**config.mk**
```make
export PLATFORM = sky130hd
export DESIGN_NAME = accum_datapath
export DESIGN_NICKNAME = d
export VERILOG_FILES = /design/src/rtl/accum_datapath_pkg.sv /design/src/rtl/accum_datapath_alu.sv /design/src/rtl/accum_datapath.sv
export SDC_FILE = /design/constraint.sdc
export NUM_CORES = 1
export LEC_CHECK = 0
export CORE_MARGIN = 2
export CORE_UTILIZATION = 40
export CTS_CLUSTER_SIZE = 8
export DETAILED_ROUTE_END_ITERATION = 16
export PLACE_DENSITY = 0.58
export SYNTH_ARGS = -nofsm -noshare
export SYNTH_HDL_FRONTEND = slang
export SYNTH_SLANG_ARGS = --single-unit
export TNS_END_PERCENT = 50
```
**constraint.sdc**
```tcl
create_clock -name clk -period 6.4 [get_ports clk]
set_clock_uncertainty 0.1 [all_clocks]
set_input_delay 0.96 -clock clk [delete_from_list [all_inputs] [get_ports clk]]
set_output_delay 0.96 -clock clk [all_outputs]
set_load 0.1 [all_outputs]
```
**src/rtl/accum_datapath_pkg.sv**
```systemverilog
`default_nettype none
// ============================================================================
// Module      : accum_datapath_pkg
// Description : Shared opcode constants and FSM state encoding for the
//               accumulator datapath and anything that drives it.
//               No ports; imported with  import accum_datapath_pkg::*;
// Revision    : 1.0  initial release
// ============================================================================
package accum_datapath_pkg;

    localparam logic [2:0] c_op_clr   = 3'b000;
    localparam logic [2:0] c_op_add   = 3'b001;
    localparam logic [2:0] c_op_sub   = 3'b010;
    localparam logic [2:0] c_op_disp  = 3'b011;
    localparam logic [2:0] c_op_load  = 3'b100;
    localparam logic [2:0] c_op_ldacc = 3'b101;

    typedef enum logic [0:0] {
        ST_IDLE = 1'b0,
        ST_EXEC = 1'b1
    } state_t;

    // Opcodes 110 and 111 are reserved and flagged as errors.
    function automatic logic op_is_legal(input logic [2:0] op);
        return (op <= c_op_ldacc);
    endfunction

endpackage
`default_nettype wire

```
**src/rtl/accum_datapath_alu.sv**
```systemverilog
`default_nettype none
// ============================================================================
// Module      : accum_alu
// Description : Combinational signed add/subtract with overflow detection
//               and optional clamping to the signed range.
// Ports       : acc      - accumulator operand (minuend / augend)
//               operand  - second operand
//               sub_sel  - 1 = acc - operand, 0 = acc + operand
//               result   - WIDTH-bit result (wrapped or clamped)
//               ovf      - result left the signed WIDTH-bit range
// Revision    : 1.0  initial release
// ============================================================================
module accum_alu #(
    parameter int WIDTH    = 8,
    parameter int SATURATE = 0
) (
    input  logic [WIDTH-1:0] acc,
    input  logic [WIDTH-1:0] operand,
    input  logic             sub_sel,
    output logic [WIDTH-1:0] result,
    output logic             ovf
);

    logic [WIDTH:0] w_acc_ext;
    logic [WIDTH:0] w_opd_ext;
    logic [WIDTH:0] w_sum;

    // One guard bit of sign extension is enough to hold any sum/difference
    // of two WIDTH-bit signed values exactly.
    assign w_acc_ext = {acc[WIDTH-1], acc};
    assign w_opd_ext = {operand[WIDTH-1], operand};
    assign w_sum     = sub_sel ? (w_acc_ext - w_opd_ext) : (w_acc_ext + w_opd_ext);

    // Guard bit disagreeing with the WIDTH-bit sign means the exact result
    // does not fit; the guard bit carries the true sign.
    assign ovf = w_sum[WIDTH] ^ w_sum[WIDTH-1];

    generate
        if (SATURATE != 0) begin : g_sat
            always_comb begin
                result = w_sum[WIDTH-1:0];
                if (ovf) begin
                    result = w_sum[WIDTH] ? {1'b1, {(WIDTH-1){1'b0}}}
                                          : {1'b0, {(WIDTH-1){1'b1}}};
                end
            end
        end else begin : g_wrap
            assign result = w_sum[WIDTH-1:0];
        end
    endgenerate

endmodule
`default_nettype wire

```
**src/rtl/accum_datapath.sv**
```systemverilog
`default_nettype none
// ============================================================================
// Module      : accum_datapath
// Description : Two-state instruction-driven accumulator. An instruction is
//               captured in IDLE and committed on the following edge (EXEC),
//               giving at most one instruction every two cycles.
//               Registers: X (operand), Y (accumulator), Z (display).
// Ports       : clk, rst_n (async, active-low)
//               in_valid / in_ready   - instruction handshake
//               op[2:0], data_in      - opcode and LOAD/LDACC operand
//               data_out              - display register Z
//               out_valid             - pulse, Z updated by DISP
//               ovf / ovf_sticky      - overflow pulse / sticky flag
//               sign                  - MSB of data_out
//               err                   - pulse, illegal opcode accepted
// Revision    : 1.0  initial release
// ============================================================================
module accum_datapath
    import accum_datapath_pkg::*;
#(
    parameter int WIDTH    = 8,
    parameter int SATURATE = 0
) (
    input  logic             clk,
    input  logic             rst_n,
    input  logic             in_valid,
    output logic             in_ready,
    input  logic [2:0]       op,
    input  logic [WIDTH-1:0] data_in,
    output logic [WIDTH-1:0] data_out,
    output logic             out_valid,
    output logic             ovf,
    output logic             ovf_sticky,
    output logic             sign,
    output logic             err
);

    state_t           r_state;
    state_t           w_next_state;
    logic [2:0]       r_op;
    logic [WIDTH-1:0] r_data;
    logic [WIDTH-1:0] r_x;
    logic [WIDTH-1:0] r_y;
    logic [WIDTH-1:0] r_z;
    logic             r_out_valid;
    logic             r_ovf;
    logic             r_ovf_sticky;
    logic             r_err;
    logic             w_accept;
    logic [WIDTH-1:0] w_alu_result;
    logic             w_alu_ovf;

    // ------------------------------------------------------------------
    // Control FSM
    // ------------------------------------------------------------------
    always_ff @(posedge clk or negedge rst_n) begin
        if (!rst_n) begin
            r_state <= ST_IDLE;
        end else begin
            r_state <= w_next_state;
        end
    end

    always_comb begin
        w_next_state = r_state;
        in_ready     = 1'b0;
        case (r_state)
            ST_IDLE: begin
                // Gated by rst_n so the source sees not-ready while reset
                // is held, even though the state register already reads IDLE.
                in_ready = rst_n;
                if (in_valid) begin
                    w_next_state = ST_EXEC;
                end
            end
            ST_EXEC: begin
                w_next_state = ST_IDLE;
            end
            default: begin
                w_next_state = ST_IDLE;
            end
        endcase
    end

    assign w_accept = in_valid && in_ready;

    // ------------------------------------------------------------------
    // Instruction capture
    // ------------------------------------------------------------------
    always_ff @(posedge clk or negedge rst_n) begin
        if (!rst_n) begin
            r_op   <= c_op_clr;
            r_data <= '0;
        end else if (w_accept) begin
            r_op   <= op;
            r_data <= data_in;
        end
    end

    // ------------------------------------------------------------------
    // Arithmetic
    // ------------------------------------------------------------------
    accum_alu #(
        .WIDTH    (WIDTH),
        .SATURATE (SATURATE)
    ) u_alu (
        .acc     (r_y),
        .operand (r_x),
        .sub_sel (r_op == c_op_sub),
        .result  (w_alu_result),
        .ovf     (w_alu_ovf)
    );

    // ------------------------------------------------------------------
    // Commit: only in EXEC, so a reset during EXEC drops the instruction.
    // Pulse outputs default low every cycle, making them one cycle wide.
    // ------------------------------------------------------------------
    always_ff @(posedge clk or negedge rst_n) begin
        if (!rst_n) begin
            r_x          <= '0;
            r_y          <= '0;
            r_z          <= '0;
            r_out_valid  <= 1'b0;
            r_ovf        <= 1'b0;
            r_ovf_sticky <= 1'b0;
            r_err        <= 1'b0;
        end else begin
            r_out_valid <= 1'b0;
            r_ovf       <= 1'b0;
            r_err       <= 1'b0;
            if (r_state == ST_EXEC) begin
                if (!op_is_legal(r_op)) begin
                    r_err <= 1'b1;
                end else begin
                    case (r_op)
                        c_op_clr: begin
                            r_x          <= '0;
                            r_y          <= '0;
                            r_z          <= '0;
                            r_ovf_sticky <= 1'b0;
                        end
                        c_op_add, c_op_sub: begin
                            r_y <= w_alu_result;
                            if (w_alu_ovf) begin
                                r_ovf        <= 1'b1;
                                r_ovf_sticky <= 1'b1;
                            end
                        end
                        c_op_disp: begin
                            r_z         <= r_y;
                            r_out_valid <= 1'b1;
                        end
                        c_op_load: begin
                            r_x <= r_data;
                        end
                        c_op_ldacc: begin
                            r_y <= r_data;
                        end
                        default: begin
                            r_err <= 1'b1;
                        end
                    endcase
                end
            end
        end
    end

    assign data_out   = r_z;
    assign out_valid  = r_out_valid;
    assign ovf        = r_ovf;
    assign ovf_sticky = r_ovf_sticky;
    assign sign       = r_z[WIDTH-1];
    assign err        = r_err;

endmodule
`default_nettype wire

```
* Word level (Yosys, flattened, before mapping)
Cells that the tools add are included.
** Operators by class
- Shift operators :: 0
- Order comparisons :: 1
- Equality and inequality tests :: 6
- Multiplexer cells :: 19
- Bitwise operators :: 2
- Multipliers :: 0
- Div/mod/pow operators :: 0
- Add/sub/neg operators :: 2
- Reduce and logical (&&, ||, !) cells :: 12
** Operators by type and width (count)
- $pmux W8 S2 :: 2
- $pmux W8 S3 :: 1
- $mux W1 :: 13
- $add A8 B8 Y9 :: 1
- $mux W9 :: 1
- $reduce_and A3 Y1 :: 3
- $sub A8 B8 Y9 :: 1
- $eq A3 B2 Y1 const B :: 2
- $eq A3 B3 Y1 const B :: 2
- $reduce_bool A2 Y1 :: 3
- $reduce_or A6 Y1 :: 1
- $pmux W1 S2 :: 2
- $reduce_and A4 Y1 :: 1
- $eq A3 B1 Y1 const B :: 1
- $le A3 B3 Y1 const B :: 1
- $logic_not A3 Y1 :: 1
- $reduce_bool A3 Y1 :: 1
- $ne A2 B1 Y1 const B :: 1
- $reduce_or A2 Y1 :: 1
- $logic_and A1 B1 Y1 :: 1
- $not A1 Y1 :: 1
- $xor A1 B1 Y1 :: 1
** Word-level totals
- RAM bits :: 0
- Memory bits (read-only) :: 0
- Latch bits :: 0
- Flip-flop bits (word level) :: 40
- Input bits :: 14
- Memories kept :: 0
- Output and inout port bits :: 14
- Logic and storage cells :: 52

* Logic depth before layout (Yosys ltp)
- Word-level depth :: 7
- Depth in mapped cells :: 11
- Depth with buffers taken out :: 11

* By module
Synthesis repeated with hierarchy kept, for this count alone.
** Second synthesis, totals
- Cells, all modules :: 212
- Area, all modules :: 2270.9 um^2
** Modules (own cells, without submodules)
- accum_datapath :: area each 1771.7 um^2, cells each 144, seq. area each 1001.0 um^2, instances 1
- accum_alu :: area each 499.2 um^2, cells each 68, seq. area each 0.0 um^2, instances 1

* Worst setup path after synthesis
OpenSTA, ideal clock, no wires.
- Path kind :: input-to-output
- From :: input port rst_n
- To :: output port in_ready
- Path slack :: 3046 ps
- Buffers on the path :: 0
- Arrival time :: 2294 ps
- Data required time :: 5340 ps
- Cell stages on the path :: 1
- Cells stage by stage :: nor2b_1
** On the way
- Longest elaborated chain between the ends :: 1
** Ends and longest elaborated chain
- start: declaration :: RTL line accum_datapath.sv:25 : input logic rst_n,
- $mux W1 :: RTL line accum_datapath.sv:67 : case (r_state)
- end: declaration :: RTL line accum_datapath.sv:27 : output logic in_ready,
No other way between the ends.

* Final worst setup path
Ends and elaborated chain as after synthesis.

==> out/metrics.cfg <==
[setup_path]
cp-start-kind=input pin
required_ns=5.34
timing.rr.start=r_op[2]$_DFFE_PN0P_
worstSetupPathType=in -> out
startpoint=rst_n
cpMaxStageDelayCell=clkdlybuf4s50_1
crit_path_cell_trace=buf_2, nor2b_1, clkdlybuf4s50_1
critPathBufInv=2
path_delay_family=buffers and inverters
endpoint_kind=output port
crit_arrival_ns=3.02
crit_fanout=42
slowest_delay_ns=1.14

[synth]
ys_warn_count=0
synth_xor_xnor_area_share=0.0347
avgSynthCellArea_um2=9.35
synth_flop_cell=dfrtp_1
synth_mux_area_frac=0.0634
yosys.area.top_type_share=0.441
synthTopCellsByArea=dfrtp_1 (44%), a21oi_1 (5.5%), mux2_2 (5.5%), nand2_1 (5.1%), ha_1 (5.0%)
netlist_instances=243
synth_compound_area_frac=0.190
synth_edf_count=0
yosysUniqueCellTypes=47
syn_nets=267
synth_area_leader_cell=dfrtp_1
synth_area_um2=2270
synth_top_family_by_area=compound AO/OA/AOI/OAI gates
yosys.area_share.adder=0.0584
ys_seq_elements=40
async_flop_share=1.00
synth_simple_gate_area_frac=0.177
ys_seq_area_frac=0.441

[final_layout]
drive_gt1_frac=0.0902
diodes=0
final_common_cell=dfrtp_1
fill_cells=531
syn_to_final_growth_pct=19.0
layout_common_cells=dfrtp_1 (40), nand2_1 (31), clkdlybuf4s50_1 (26)
fin_nets=289

[clock_tree]
cts_sinks=40
numCtsBuffers=5
insertion_delay_ns=0.29
clockRootBuffer=clkbuf_8
ctsHoldBuffers=0
tritoncts=built
htree_levels=2
cts_buffer_depth=2
clk_pin_slew_worst_paths_ns=0.08
post-cts-setup-buffer-count=0
post_cts.resized_instances=0

[hold_path]
holdCritStartpoint=data_out[5]$_DFFE_PN0P_
hold_class=reg -> reg

[global_route]
grt_usage=0.163
overflow=0
grt_pass1_vias=1628
grt_max_degree=43
grt_pass1_wl_um=7900
antenna_found_initial=0

[timing]
final-max-slew-violation-count=0
hold_viol=0
timing.slew.headroom=0.335
fin_worst_hold_slack_ns=0.411
period_share=0.637
rsz0062_at_grt=false
setup_viol=0
max_freq_ghz=0.245
tns_ns=0
worstMarginPinSlew_ns=0.998
fin_crit_ns=4.08

[floorplanning]
die_area_um2=6300
die_h_um=79.3
start_util=0.412
die_w_um=79.3
core_area_um2=5510
io_pins=28
rows=27

[placement]
place_congestion=0.822
port_buffers=27
hpwl_um=3500

[drt]
firstDrtPassIters=4
drc=0
routed_wl_um=4690
wire_per_inst_um=13.9
viasPerCell=5.37
drtAntennaViolNets=0
vias=1814
initialDrtViolationCount=92

[status]
outcome=finished, final reports clean

[run]
max-cap-violations=0

==> layer usage <==
layer	wire, µm	global-route usage	vias to the layer above	part of all wire
met4	95	0.0672	0	0.020
met1	2290	0.231	846	0.49
met2	2120	0.242	41	0.45
met5	0	0	-	0
li1	-	-	919	-
met3	184	0.0341	8	0.039
==> flip-flops by register name, indices dropped and copies added, names as in the netlist <==
register / flops
r_data: 8
r_op: 3
ovf: 1
r_y: 8
out_valid: 1
r_x: 8
ovf_sticky: 1
err: 1
r_state: 1
data_out: 8
==> layout make-up <==
cell class / instances / area (µm²) / area share
multi-input cells: 183 / 1190 / 0.440
flip-flops and latches: 40 / 1000 / 0.370
repair buffers: 27 / 265 / 0.0981
clock buffers: 7 / 96.3 / 0.0356
well taps: 72 / 90.1 / 0.0333
clock inverters: 1 / 30.0 / 0.0111
inverters: 8 / 30.0 / 0.0111
==> synthesized netlist by cell type (2+ instances only) <==
cell / n
dfrtp_1: 40
nand2_1: 31
a21oi_1: 25
o21ai_0: 22
nor2_1: 14
and3_1: 11
mux2_2: 11
clkbuf_1: 10
ha_1: 9
inv_1: 7
nor2b_1: 7
xnor2_1: 7
a22oi_1: 4
nor3_1: 4
nand3_1: 3
a21o_1: 2
a31oi_1: 2
a41oi_1: 2
mux2i_1: 2
o21a_1: 2
xor2_1: 2
==> through the flow <==
step                      setup WS, ns  instances  utilization  area [µm²]
after floorplan                   3.05        243            -        2270
after global placement            2.25        330        0.468        2580
after detailed placement          2.26        330        0.468        2580
after CTS                         2.24        338        0.491        2700
after global routing              2.17        338        0.491        2700
final                             2.32        338        0.491        2700
==> tightest hold or removal path: cells and delay by family (launching register included) <==
| family | cells | cell delay [ns] |
|---|---|---|
| AO/OA/AOI/OAI | 1 | 0.06 |
| flip-flops | 1 | 0.37 |
| AND/OR/NAND/NOR | 1 | 0.05 |
==> kinds of logic after synthesis <==
kind of cell / count (synthesis)
XOR/XNOR: 9
flip-flops: 40
adder cells (fa/ha/maj): 10
multiplexers: 13
AND/OR/NAND/NOR: 79
buffers and inverters: 20
AO/OA/AOI/OAI: 72
==> path summary, 6_finish.rpt <==
kind / slack (ns) / to / cells after the start
max in group asynchronous: 4.93 / r_y[6]$_DFFE_PN0P_ / 1
setup reg to reg: 2.82 / ovf_sticky$_DFFE_PN0P_ / 9
setup / recovery: 2.32 / in_ready / 3
hold reg to reg: 0.41 / data_out[5]$_DFFE_PN0P_ / 2
hold / removal: 0.41 / data_out[5]$_DFFE_PN0P_ / 2
min in group asynchronous: 0.69 / r_op[1]$_DFFE_PN0P_ / 1
Power is left out: the tool's default activity adds up to more than one toggle a clock period on the data nets, which glitch-free logic cannot reach.
